[src/rtl/alu_op_encoder_pkg.sv]
// Shared ALU operation encoding, RV32I opcode constants and skid-buffer states.
// Used by alu_op_encoder and the downstream signed/shift select decode.
package alu_op_pkg;

  typedef enum logic [3:0] {
    OP_ADD    = 4'b0000,
    OP_SLT    = 4'b0001,
    OP_BLT    = 4'b0010,
    OP_SLTU   = 4'b0011,
    OP_XOR    = 4'b0100,
    OP_SRL    = 4'b0101,
    OP_OR     = 4'b0110,
    OP_AND    = 4'b0111,
    OP_SUB    = 4'b1000,
    OP_SRA    = 4'b1001,
    OP_SLL    = 4'b1010,
    OP_BLTU   = 4'b1011,
    OP_PASS_B = 4'b1100
  } oper_e;

  typedef struct packed {
    oper_e oper;
    logic  illegal;
  } enc_t;

  localparam logic [6:0] OPC_LOAD   = 7'b0000011;
  localparam logic [6:0] OPC_STORE  = 7'b0100011;
  localparam logic [6:0] OPC_OP     = 7'b0110011;
  localparam logic [6:0] OPC_OP_IMM = 7'b0010011;
  localparam logic [6:0] OPC_BRANCH = 7'b1100011;
  localparam logic [6:0] OPC_JAL    = 7'b1101111;
  localparam logic [6:0] OPC_JALR   = 7'b1100111;
  localparam logic [6:0] OPC_AUIPC  = 7'b0010111;
  localparam logic [6:0] OPC_LUI    = 7'b0110111;

  localparam logic [6:0] F7_BASE = 7'b0000000;
  localparam logic [6:0] F7_ALT  = 7'b0100000;

  localparam logic [1:0] ST_EMPTY = 2'd0;
  localparam logic [1:0] ST_ONE   = 2'd1;
  localparam logic [1:0] ST_TWO   = 2'd2;

  function automatic oper_e alu_f3(input logic [2:0] f3);
    oper_e r;
    unique case (f3)
      3'b000:  r = OP_ADD;
      3'b001:  r = OP_SLL;
      3'b010:  r = OP_SLT;
      3'b011:  r = OP_SLTU;
      3'b100:  r = OP_XOR;
      3'b101:  r = OP_SRL;
      3'b110:  r = OP_OR;
      default: r = OP_AND;
    endcase
    return r;
  endfunction

endpackage

[src/rtl/alu_op_encoder_if.sv]
// Valid/ready bundle between fetch, the ALU op encoder and execute.
interface alu_op_encoder_if;
  logic        i_valid;
  logic [31:0] i_instr;
  logic        o_ready;
  logic        o_valid;
  logic [3:0]  o_oper;
  logic        o_illegal;
  logic        i_ready;

  modport slave (
    input  i_valid, i_instr, i_ready,
    output o_ready, o_valid, o_oper, o_illegal
  );

  modport master (
    output i_valid, i_instr, i_ready,
    input  o_ready, o_valid, o_oper, o_illegal
  );
endinterface

[src/rtl/alu_op_enc_comb.sv]
// Combinational RV32I instruction -> {oper, illegal} table.
module alu_op_enc_comb
  import alu_op_pkg::*;
(
  input  logic [31:0] instr,
  output oper_e       oper,
  output logic        illegal
);

  logic [6:0] opc;
  logic [2:0] f3;
  logic [6:0] f7;

  assign opc = instr[6:0];
  assign f3  = instr[14:12];
  assign f7  = instr[31:25];

  always_comb begin
    oper    = OP_ADD;
    illegal = 1'b0;
    case (opc)
      OPC_OP: begin
        if (f7 == F7_BASE)
          oper = alu_f3(f3);
        else if (f7 == F7_ALT && f3 == 3'b000)
          oper = OP_SUB;
        else if (f7 == F7_ALT && f3 == 3'b101)
          oper = OP_SRA;
        else
          illegal = 1'b1;
      end
      OPC_OP_IMM: begin
        // funct7 only qualifies the shift-immediate forms
        if (f3 == 3'b001 && f7 != F7_BASE)
          illegal = 1'b1;
        else if (f3 == 3'b101 && f7 == F7_ALT)
          oper = OP_SRA;
        else if (f3 == 3'b101 && f7 != F7_BASE)
          illegal = 1'b1;
        else
          oper = alu_f3(f3);
      end
      OPC_BRANCH: begin
        case (f3[2:1])
          2'b00:   oper = OP_SUB;
          2'b10:   oper = OP_BLT;
          2'b11:   oper = OP_BLTU;
          default: illegal = 1'b1;
        endcase
      end
      OPC_LUI: oper = OP_PASS_B;
      OPC_LOAD, OPC_STORE, OPC_JAL,
      OPC_JALR, OPC_AUIPC: oper = OP_ADD;
      default: illegal = 1'b1;
    endcase
  end

endmodule

[src/rtl/alu_op_encoder.sv]
// ALU op encoder with 2-entry valid/ready skid buffer.
// Define ALU_OP_ENCODER_STATS_EN to add transfer/illegal counters.
module alu_op_encoder
  import alu_op_pkg::*;
#(
  parameter int STAT_W = 16
) (
  input  logic i_clk,
  input  logic i_reset,
  input  logic i_flush,
  alu_op_encoder_if.slave bus
`ifdef ALU_OP_ENCODER_STATS_EN
  ,
  output logic [STAT_W-1:0] o_cnt_ops,
  output logic [STAT_W-1:0] o_cnt_illegal
`endif
);

  oper_e      enc_oper;
  logic       enc_illegal;
  enc_t       enc;
  enc_t       out_q;
  enc_t       skid_q;
  logic [1:0] state;
  logic [1:0] state_n;
  logic       ready_q;
  logic       accept;
  logic       drain;

  alu_op_enc_comb u_enc (
    .instr   (bus.i_instr),
    .oper    (enc_oper),
    .illegal (enc_illegal)
  );

  assign enc           = {enc_oper, enc_illegal};
  assign accept        = bus.i_valid & ready_q;
  assign drain         = bus.o_valid & bus.i_ready;
  assign bus.o_valid   = (state != ST_EMPTY);
  assign bus.o_ready   = ready_q;
  assign bus.o_oper    = out_q.oper;
  assign bus.o_illegal = out_q.illegal;

  always_comb begin
    state_n = state;
    unique case (state)
      ST_EMPTY: if (accept) state_n = ST_ONE;
      ST_ONE: begin
        if (accept && !drain)      state_n = ST_TWO;
        else if (drain && !accept) state_n = ST_EMPTY;
      end
      ST_TWO:  if (drain) state_n = ST_ONE;
      default: state_n = ST_EMPTY;
    endcase
    if (i_flush) state_n = ST_EMPTY;
  end

  always_ff @(posedge i_clk) begin
    if (i_reset) begin
      state   <= ST_EMPTY;
      ready_q <= 1'b0;
      out_q   <= '0;
      skid_q  <= '0;
    end else begin
      state   <= state_n;
      ready_q <= (state_n != ST_TWO);
      if (!i_flush) begin
        if (drain && state == ST_TWO)
          out_q <= skid_q;
        else if (accept && (state == ST_EMPTY || drain))
          out_q <= enc;
        if (accept && state == ST_ONE && !drain)
          skid_q <= enc;
      end
    end
  end

`ifdef ALU_OP_ENCODER_STATS_EN
  always_ff @(posedge i_clk) begin
    if (i_reset) begin
      o_cnt_ops     <= '0;
      o_cnt_illegal <= '0;
    end else if (drain) begin
      if (o_cnt_ops != '1)
        o_cnt_ops <= o_cnt_ops + 1'b1;
      if (out_q.illegal && o_cnt_illegal != '1)
        o_cnt_illegal <= o_cnt_illegal + 1'b1;
    end
  end
`endif

endmodule

[src/flat_wrapper.sv]
// flat-port wrapper written by rule: the top's interface ports become plain ports
module alu_op_encoder_flat import alu_op_pkg::*;
#(
  parameter int STAT_W = 16
)
  (i_clk, i_reset, i_flush, bus_i_valid, bus_i_instr, bus_i_ready, bus_o_ready, bus_o_valid, bus_o_oper, bus_o_illegal);
  alu_op_encoder_if bus_i ();
  input  logic i_clk;
  input  logic i_reset;
  input  logic i_flush;
  input wire logic [$bits(bus_i.i_valid)-1:0] bus_i_valid;
  input wire logic [$bits(bus_i.i_instr)-1:0] bus_i_instr;
  input wire logic [$bits(bus_i.i_ready)-1:0] bus_i_ready;
  output wire logic [$bits(bus_i.o_ready)-1:0] bus_o_ready;
  output wire logic [$bits(bus_i.o_valid)-1:0] bus_o_valid;
  output wire logic [$bits(bus_i.o_oper)-1:0] bus_o_oper;
  output wire logic [$bits(bus_i.o_illegal)-1:0] bus_o_illegal;
  assign bus_i.i_valid = bus_i_valid;
  assign bus_i.i_instr = bus_i_instr;
  assign bus_i.i_ready = bus_i_ready;
  assign bus_o_ready = bus_i.o_ready;
  assign bus_o_valid = bus_i.o_valid;
  assign bus_o_oper = bus_i.o_oper;
  assign bus_o_illegal = bus_i.o_illegal;
  alu_op_encoder #(.STAT_W(STAT_W)) u_core (.i_clk(i_clk), .i_reset(i_reset), .i_flush(i_flush), .bus(bus_i));
endmodule
[config.mk]
export PLATFORM = sky130hd
export DESIGN_NAME = alu_op_encoder_flat
export DESIGN_NICKNAME = d
export VERILOG_FILES = /design/src/rtl/alu_op_encoder_pkg.sv /design/src/rtl/alu_op_encoder_if.sv /design/src/rtl/alu_op_enc_comb.sv /design/src/rtl/alu_op_encoder.sv /design/src/flat_wrapper.sv
export SDC_FILE = /design/constraint.sdc
export NUM_CORES = 1
export LEC_CHECK = 0
export CORE_ASPECT_RATIO = 0.75
export CORE_MARGIN = 10
export CORE_UTILIZATION = 44
export CTS_BUF_LIST = sky130_fd_sc_hd__clkbuf_16
export DETAILED_ROUTE_END_ITERATION = 12
export GPL_TIMING_DRIVEN = 0
export PLACE_DENSITY = 0.88
export REMOVE_ABC_BUFFERS = 1
export SYNTH_ARGS = -nofsm -noshare
export SYNTH_HDL_FRONTEND = slang
export SYNTH_SLANG_ARGS = --single-unit
[constraint.sdc]
create_clock -name i_clk -period 5.23 [get_ports i_clk]
set_input_delay 1.3075 -clock i_clk [delete_from_list [all_inputs] [get_ports i_clk]]
set_output_delay 1.3075 -clock i_clk [all_outputs]
set_load 0.02 [all_outputs]
==> key figures, run 1 <==
Route
  • DRT Pass-1 Iters: 4
  • Initial DRC Count: 106
  • Drt drc: 0
  • Post-route ant nets: 0
  • DRT Wirelength: 2970 µm
  • WL/cell: 16.9 µm
  • DR vias: 1079
  • Via/cell ratio: 6.13

Timing
  • Peak Freq: 0.328 GHz
  • Setup violators final: 0
  • Setup Skew: 0.00229 ns
  • Setup TNS: 0 ns
  • Fin crit period: 3.05 ns
  • Hold Vio Cnt, Final: 0
  • Slew @ Worst Pin: 0.639 ns
  • Unrepaired setup endpoints after global routing: no
  • Max-slew violation count: 0
  • Fin crit share: 58.3%
  • Slew margin rel.: 57.2%

Synth
  • Post-Syn Area: 961 µm²
  • Top post-synthesis cells by area: dfxtp_1 (27%), nor2_1 (6.3%), a21oi_1 (4.7%), ha_1 (3.9%), nand2b_1 (3.9%)
  • Post-synth top area share: 27.1%
  • Largest area contributor in the netlist: dfxtp_1
  • Sequential share of the synthesized area: 27.1%
  • Post-Syn Instances: 126
  • Mean Syn Cell Area: 7.63 µm²
  • Synth Warn #: 0
  • Register bit total from synthesis: 13
  • Unique masters post-synth: 43

Status
  • Status: completed

Die
  • Ports: 44
  • Core ar.: 2050 µm²
  • Die ar.: 4470 µm²
  • Starting Density: 46.9%
  • Die width: 74.0 µm
  • Die Y: 60.5 µm
  • Number of core rows: 14

Clocking
  • TritonCTS clock tree: yes
  • Clk buf depth: 2
  • Clk_lat worst skew: 0.24 ns
  • Post-CTS sizing: 0
  • Num Clock Sinks: 13
  • Root buf cell: clkbuf_16
  • Total CTS buffers: 3
  • H-tree levels: 1
  • Post-CTS setup buffer count: 0
  • Post-CTS Hold Buffers: 0
  • CTS clk-pin slew, worst paths: 0.04 ns

Worst hold path
  • HP Class: flop to flop
  • Hold wc startpoint: u_core.bus.o_illegal

Power and ir drop
  • P_leak: 0.468 nW
  • Worst vdd ir: 0.251 mV
  • PD cells: 227 nW/µm²
  • Total power: 0.000301 W

Final layout
  • Nets: 193
  • Most common cell after layout, fill and taps aside: clkdlybuf4s50_1
  • Ant. Diodes: 0
  • Post-route design area: 1330 µm²
  • Fillers: 164
  • Commonest cells after routing, fill and taps aside: clkdlybuf4s50_1 (28), nor2_1 (16), dfxtp_1 (13)
  • Non-filler cells, final: 176
  • Ratio of cells with drive above 1 in the final layout: 6.58%
  • P&R area growth vs syn: 37.9%

GRT
  • Vias in the first global route: 1072
  • GRT Residual Overflow: 0
  • Initial antenna violation count: 0
  • Largest net degree at the start of global routing: 15
  • First-pass GRT wire length: 5010 µm
  • Tot GR Track Use: 13.9%

Placement
  • Placed Cells: 172
  • DP HPWL: 2330 µm
  • Placer Congestion: 0.877
  • Port Buffer Count: 28
  • Post-DP Area: 1250 µm²

Setup path
  • Crit path launch type: input port
  • Crit path required time: 5.37 ns
  • Max Fanout on Critical Path: 11
  • Reg2reg start: u_core.state[1]
  • Arrival time worst endpoint: 3.19 ns
  • Origin of the worst setup path: bus_i_instr[14]
  • Crit Path Class: input port to flop
  • Crit end category: flop

Job
  • Max_cap viols: 0
-- critical path: stages --
cell	delay [ns]
clkdlybuf4s50_1	0.59
nand2b_1	0.27
a311oi_1	0.40
o22ai_1	0.17
o31a_1	0.16
a221oi_1	0.28
-- where the power goes --
| group | leakage, nW | switching [W] | internal, W |
|---|---|---|---|
| combinational | 0.321 | 0.0000289 | 0.0000281 |
| clock | 0.0423 | 0.0000406 | 0.000101 |
| sequential | 0.106 | 0.00000176 | 0.000101 |
| total | 0.468 | 0.0000712 | 0.000230 |
-- cell type report --
class	instances	area, µm²	area share, %
tap	24	30.0	2.27
clock inverter	1	3.75	0.283
timing repair buffer	28	280	21.2
clock buffer	3	75.1	5.67
inverter	5	18.8	1.42
multi-input combinational	102	657	49.6
sequential	13	260	19.6
-- flip-flops by register name, indices dropped and copies added, names as in the netlist --
register	flops
u_core.state	2
u_core.bus.o_illegal	1
u_core.bus.o_ready	1
u_core.bus.o_oper	4
u_core.skid_q	5
-- per-stage QoR --
stage                     utilization (%)  setup slack (ns)  hold slack [ns]
final                                64.7              2.18            0.474
after global routing                 64.7              2.03            0.518
after CTS                            64.7              2.20            0.482
after detailed placement             60.8              1.99            0.470
after global placement               60.8              2.04            0.464
after floorplan                         -              2.64            0.462
-- per-layer routing --
metal | routed length [µm] | track usage [%] | part of all wire (%)
met3 | 222 | 4.57 | 7.5
met4 | 40 | 3.45 | 1.3
met5 | 0 | 0 | 0
met2 | 1500 | 23.9 | 51
met1 | 1210 | 16.2 | 41
-- cells by family (layout without fill, tap and decap cells) --
logic type	count (synthesis)	after routing	share of synthesized area [%]
buffers and inverters	11	37	4.56
muxes	1	1	1.04
DFF	13	13	27.1
adders and majority gates	3	3	3.91
AOI/OAI and AO/OA	35	35	25.8
and+or+nand+nor	63	63	37.6
-- cells in the mapped netlist --
cell type,instances
mux2i_1,1
nor4_2,1
clkbuf_2,1
o31ai_2,1
a211oi_1,3
o41a_1,1
and2b_1,1
a21boi_0,1
nor4_1,5
and3b_1,3
o22ai_1,5
o21ai_0,2
a31o_2,1
a31oi_1,3
nand3_1,2
nor3_1,7
a211oi_2,1
dfxtp_1,13
nor3b_1,3
a311oi_1,1
clkbuf_1,4
and4b_2,1
nand2_1,7
or3_1,1
and3_1,1
a22oi_1,1
and4b_1,1
o211ai_1,2
a221oi_1,1
nand3b_1,2
or2_2,1
o32a_1,1
nand2b_1,6
buf_2,1
inv_1,5
nor3_2,1
nor2b_1,3
nor4b_1,1
a21oi_1,9
ha_1,3
a32oi_1,1
nor2_1,16
o31a_1,1
-- final timing paths --
path,cells past startpoint,end,slack (ns)
max,6,u_core.bus.o_illegal,2.18
max reg2reg,5,u_core.skid_q[3],3.58
min reg2reg,2,u_core.bus.o_illegal,0.47
min,2,u_core.bus.o_illegal,0.47
Power figures use the tool's default switching activity.
==> run 2: changes to the inputs <==
--- a/config.mk
+++ b/config.mk
@@ -7,11 +7,11 @@
 export LEC_CHECK = 0
 export CORE_ASPECT_RATIO = 0.75
 export CORE_MARGIN = 10
-export CORE_UTILIZATION = 44
+export CORE_UTILIZATION = 41
 export CTS_BUF_LIST = sky130_fd_sc_hd__clkbuf_16
 export DETAILED_ROUTE_END_ITERATION = 12
 export GPL_TIMING_DRIVEN = 0
-export PLACE_DENSITY = 0.88
+export PLACE_DENSITY = 0.83
 export REMOVE_ABC_BUFFERS = 1
 export SYNTH_ARGS = -nofsm -noshare
 export SYNTH_HDL_FRONTEND = slang
==> constraint.sdc (replaced) <==
create_clock -name i_clk -period 2.85 [get_ports i_clk]
set_input_delay 0.7125 -clock i_clk [delete_from_list [all_inputs] [get_ports i_clk]]
set_output_delay 0.7125 -clock i_clk [all_outputs]
set_load 0.02 [all_outputs]
==> run 2 against run 1 <==
Compared with the run above: non-clock buffer count stayed put; total power grew 86%; critical path depth unchanged; cell count grew 5.7%; die area increased by 5.1%; register-to-register slack got worse by 2.4 ns; clock power is 89% higher; final area is 1.0% higher; first-iteration DRC count is 30% lower; global-route usage down 1.3 points.
==> key figures, run 2 (synthesis results as in run 1) <==
Status
  • Status: completed

Setup path
  • Reg2Reg Setup Slack: 1.19 ns (-2.39 ns)
  • Crit path launch type: input port
  • CP Capture Point: u_core.bus.o_illegal
  • Arrival time worst endpoint: 2.56 ns (-0.63 ns)
  • Crit end category: flop
  • Origin of the worst setup path: bus_i_instr[14]
  • Crit Path Class: input port to flop
  • Reg2reg start: u_core.state[1]
  • R2r endpoint: u_core.bus.o_illegal
  • Crit path required time: 2.99 ns (-2.38 ns)
  • Reg2reg path depth: 5 (unchanged)
  • Max Fanout on Critical Path: 11 (unchanged)

Power and ir drop
  • PD cells: 419 nW/µm² (+84%)
  • Total power: 0.000562 W (+86%)
  • P_leak: 0.467 nW (-0.30%)
  • Worst vdd ir: 0.308 mV (+23%)

Timing
  • Slew margin rel.: 59.7% (+2.6 points)
  • Peak Freq: 0.413 GHz
  • Setup violators final: 0 (unchanged)
  • Setup Skew: 0.000700 ns (-0.00159 ns)
  • Slew @ Worst Pin: 0.601 ns (-0.0381 ns)
  • Fin crit period: 2.42 ns
  • Unrepaired setup endpoints after global routing: no
  • Fin crit share: 84.9%
  • PnR worst setup slack: 0.429 ns (-1.75 ns)
  • Hold Vio Cnt, Final: 0 (unchanged)
  • Max-slew violation count: 0 (unchanged)
  • WHS: 0.483 ns (+0.00962 ns)
  • Setup TNS: 0 ns (unchanged)

Die
  • Die Y: 61.9 µm (+2.4%)
  • Number of core rows: 15 (+1)
  • Ports: 44 (unchanged)
  • Die ar.: 4700 µm² (+5.1%)
  • Starting Density: 42.3% (-4.6 points)
  • Core ar.: 2270 µm² (+11%)
  • Die width: 75.9 µm (+2.6%)

GRT
  • Tot GR Track Use: 12.5% (-1.3 points)
  • GRT Residual Overflow: 0 (unchanged)
  • Largest net degree at the start of global routing: 15 (unchanged)
  • Vias in the first global route: 992 (-7.5%)
  • Initial antenna violation count: 0 (unchanged)
  • First-pass GRT wire length: 4790 µm (-4.4%)

Route
  • DRT Wirelength: 3000 µm (+0.94%)
  • Post-route ant nets: 0 (unchanged)
  • Initial DRC Count: 74 (-30%)
  • WL/cell: 16.1 µm (-4.5%)
  • DRT Pass-1 Iters: 4 (unchanged)
  • Via/cell ratio: 5.76 (-6.0%)
  • Drt drc: 0 (unchanged)
  • DR vias: 1072 (-0.65%)

Final layout
  • Ant. Diodes: 0 (unchanged)
  • Fillers: 191 (+16%)
  • Storage cell area: 260 µm² (unchanged)
  • Commonest cells after routing, fill and taps aside: clkdlybuf4s50_1 (28), nor2_1 (16), dfxtp_1 (13)
  • P&R area growth vs syn: 39.3%
  • Biggest register: u_core.skid_q
  • Max reg flops: 5 (unchanged)
  • Ratio of cells with drive above 1 in the final layout: 7.24% (+0.66 points)
  • Nets: 193 (unchanged)
  • Multi-input logic area: 657 µm² (unchanged)
  • Non-filler cells, final: 186 (+5.7%)
  • Most common cell after layout, fill and taps aside: clkdlybuf4s50_1

Placement
  • Placed Cells: 182 (+5.8%)
  • Placer Congestion: 0.945 (+7.7%)
  • Port Buffer Count: 28 (unchanged)
  • DP HPWL: 2380 µm (+2.3%)
  • DP Worst Slack: 0.215 ns (-1.77 ns)

Clocking
  • H-tree levels: 1 (unchanged)
  • Post-CTS setup buffer count: 0 (unchanged)
  • Clk buf depth: 2 (unchanged)
  • TritonCTS clock tree: yes
  • Num Clock Sinks: 13 (unchanged)
  • Post-CTS sizing: 0 (unchanged)
  • Total CTS buffers: 3 (unchanged)
  • Clk_lat worst skew: 0.24 ns (about the same)
  • CTS clk-pin slew, worst paths: 0.05 ns (about the same)
  • Root buf cell: clkbuf_16
  • Post-CTS Hold Buffers: 0 (unchanged)

Worst hold path
  • Worst Hold Depth: 2 (unchanged)
  • HP Class: flop to flop

Job
  • Max_cap viols: 0 (unchanged)
run 2: how the worst min path moves through the flow:
stage | startpoint | endpoint | slack (ns)
floorplan | u_core.skid_q[3] | u_core.skid_q[3] | 0.46
CTS | u_core.bus.o_illegal | u_core.bus.o_illegal | 0.49
finish | u_core.bus.o_illegal | u_core.bus.o_illegal | 0.48
detailed placement | u_core.bus.o_illegal | u_core.bus.o_illegal | 0.48
global route | u_core.bus.o_illegal | u_core.bus.o_illegal | 0.52
global placement | u_core.bus.o_illegal | u_core.bus.o_illegal | 0.47
run 2: where the power goes:
part / internal, W / switching (W)
Combinational: 0.0000517 / 0.0000533
Sequential: 0.000186 / 0.00000328
Clock: 0.000187 / 0.0000804
Total: 0.000424 / 0.000137
run 2: critical path, cell delays in order:
cell and delay [ns]:
clkdlybuf4s50_1 0.71, and2b_1 0.23, nor3_1 0.06, o32a_1 0.31, o31a_1 0.26, a221oi_1 0.29
run 2: cell type report:
type                    instances  share of cell area (%)
multi-input cells             102                    49.1
repair buffers                 28                    20.9
flip-flops and latches         13                    19.4
clock buffers                   3                    5.61
well taps                      34                    3.18
inverters                       5                    1.40
clock inverters                 1                   0.374
run 2: per-layer routing:
| metal | GRT usage, % | up-vias | routed length [µm] |
|---|---|---|---|
| met4 | 3.49 | 0 | 21 |
| met3 | 2.59 | 2 | 104 |
| li1 | - | 525 | - |
| met2 | 23.6 | 35 | 1600 |
| met1 | 14.4 | 510 | 1270 |
| met5 | 0 | - | 0 |
run 2: metrics by stage:
step / util (%) / cell area [µm²]
finish: 59.0 / 1340
global route: 59.0 / 1340
CTS: 59.0 / 1340
detailed placement: 55.4 / 1260
global placement: 55.4 / 1260
floorplan: - / 936
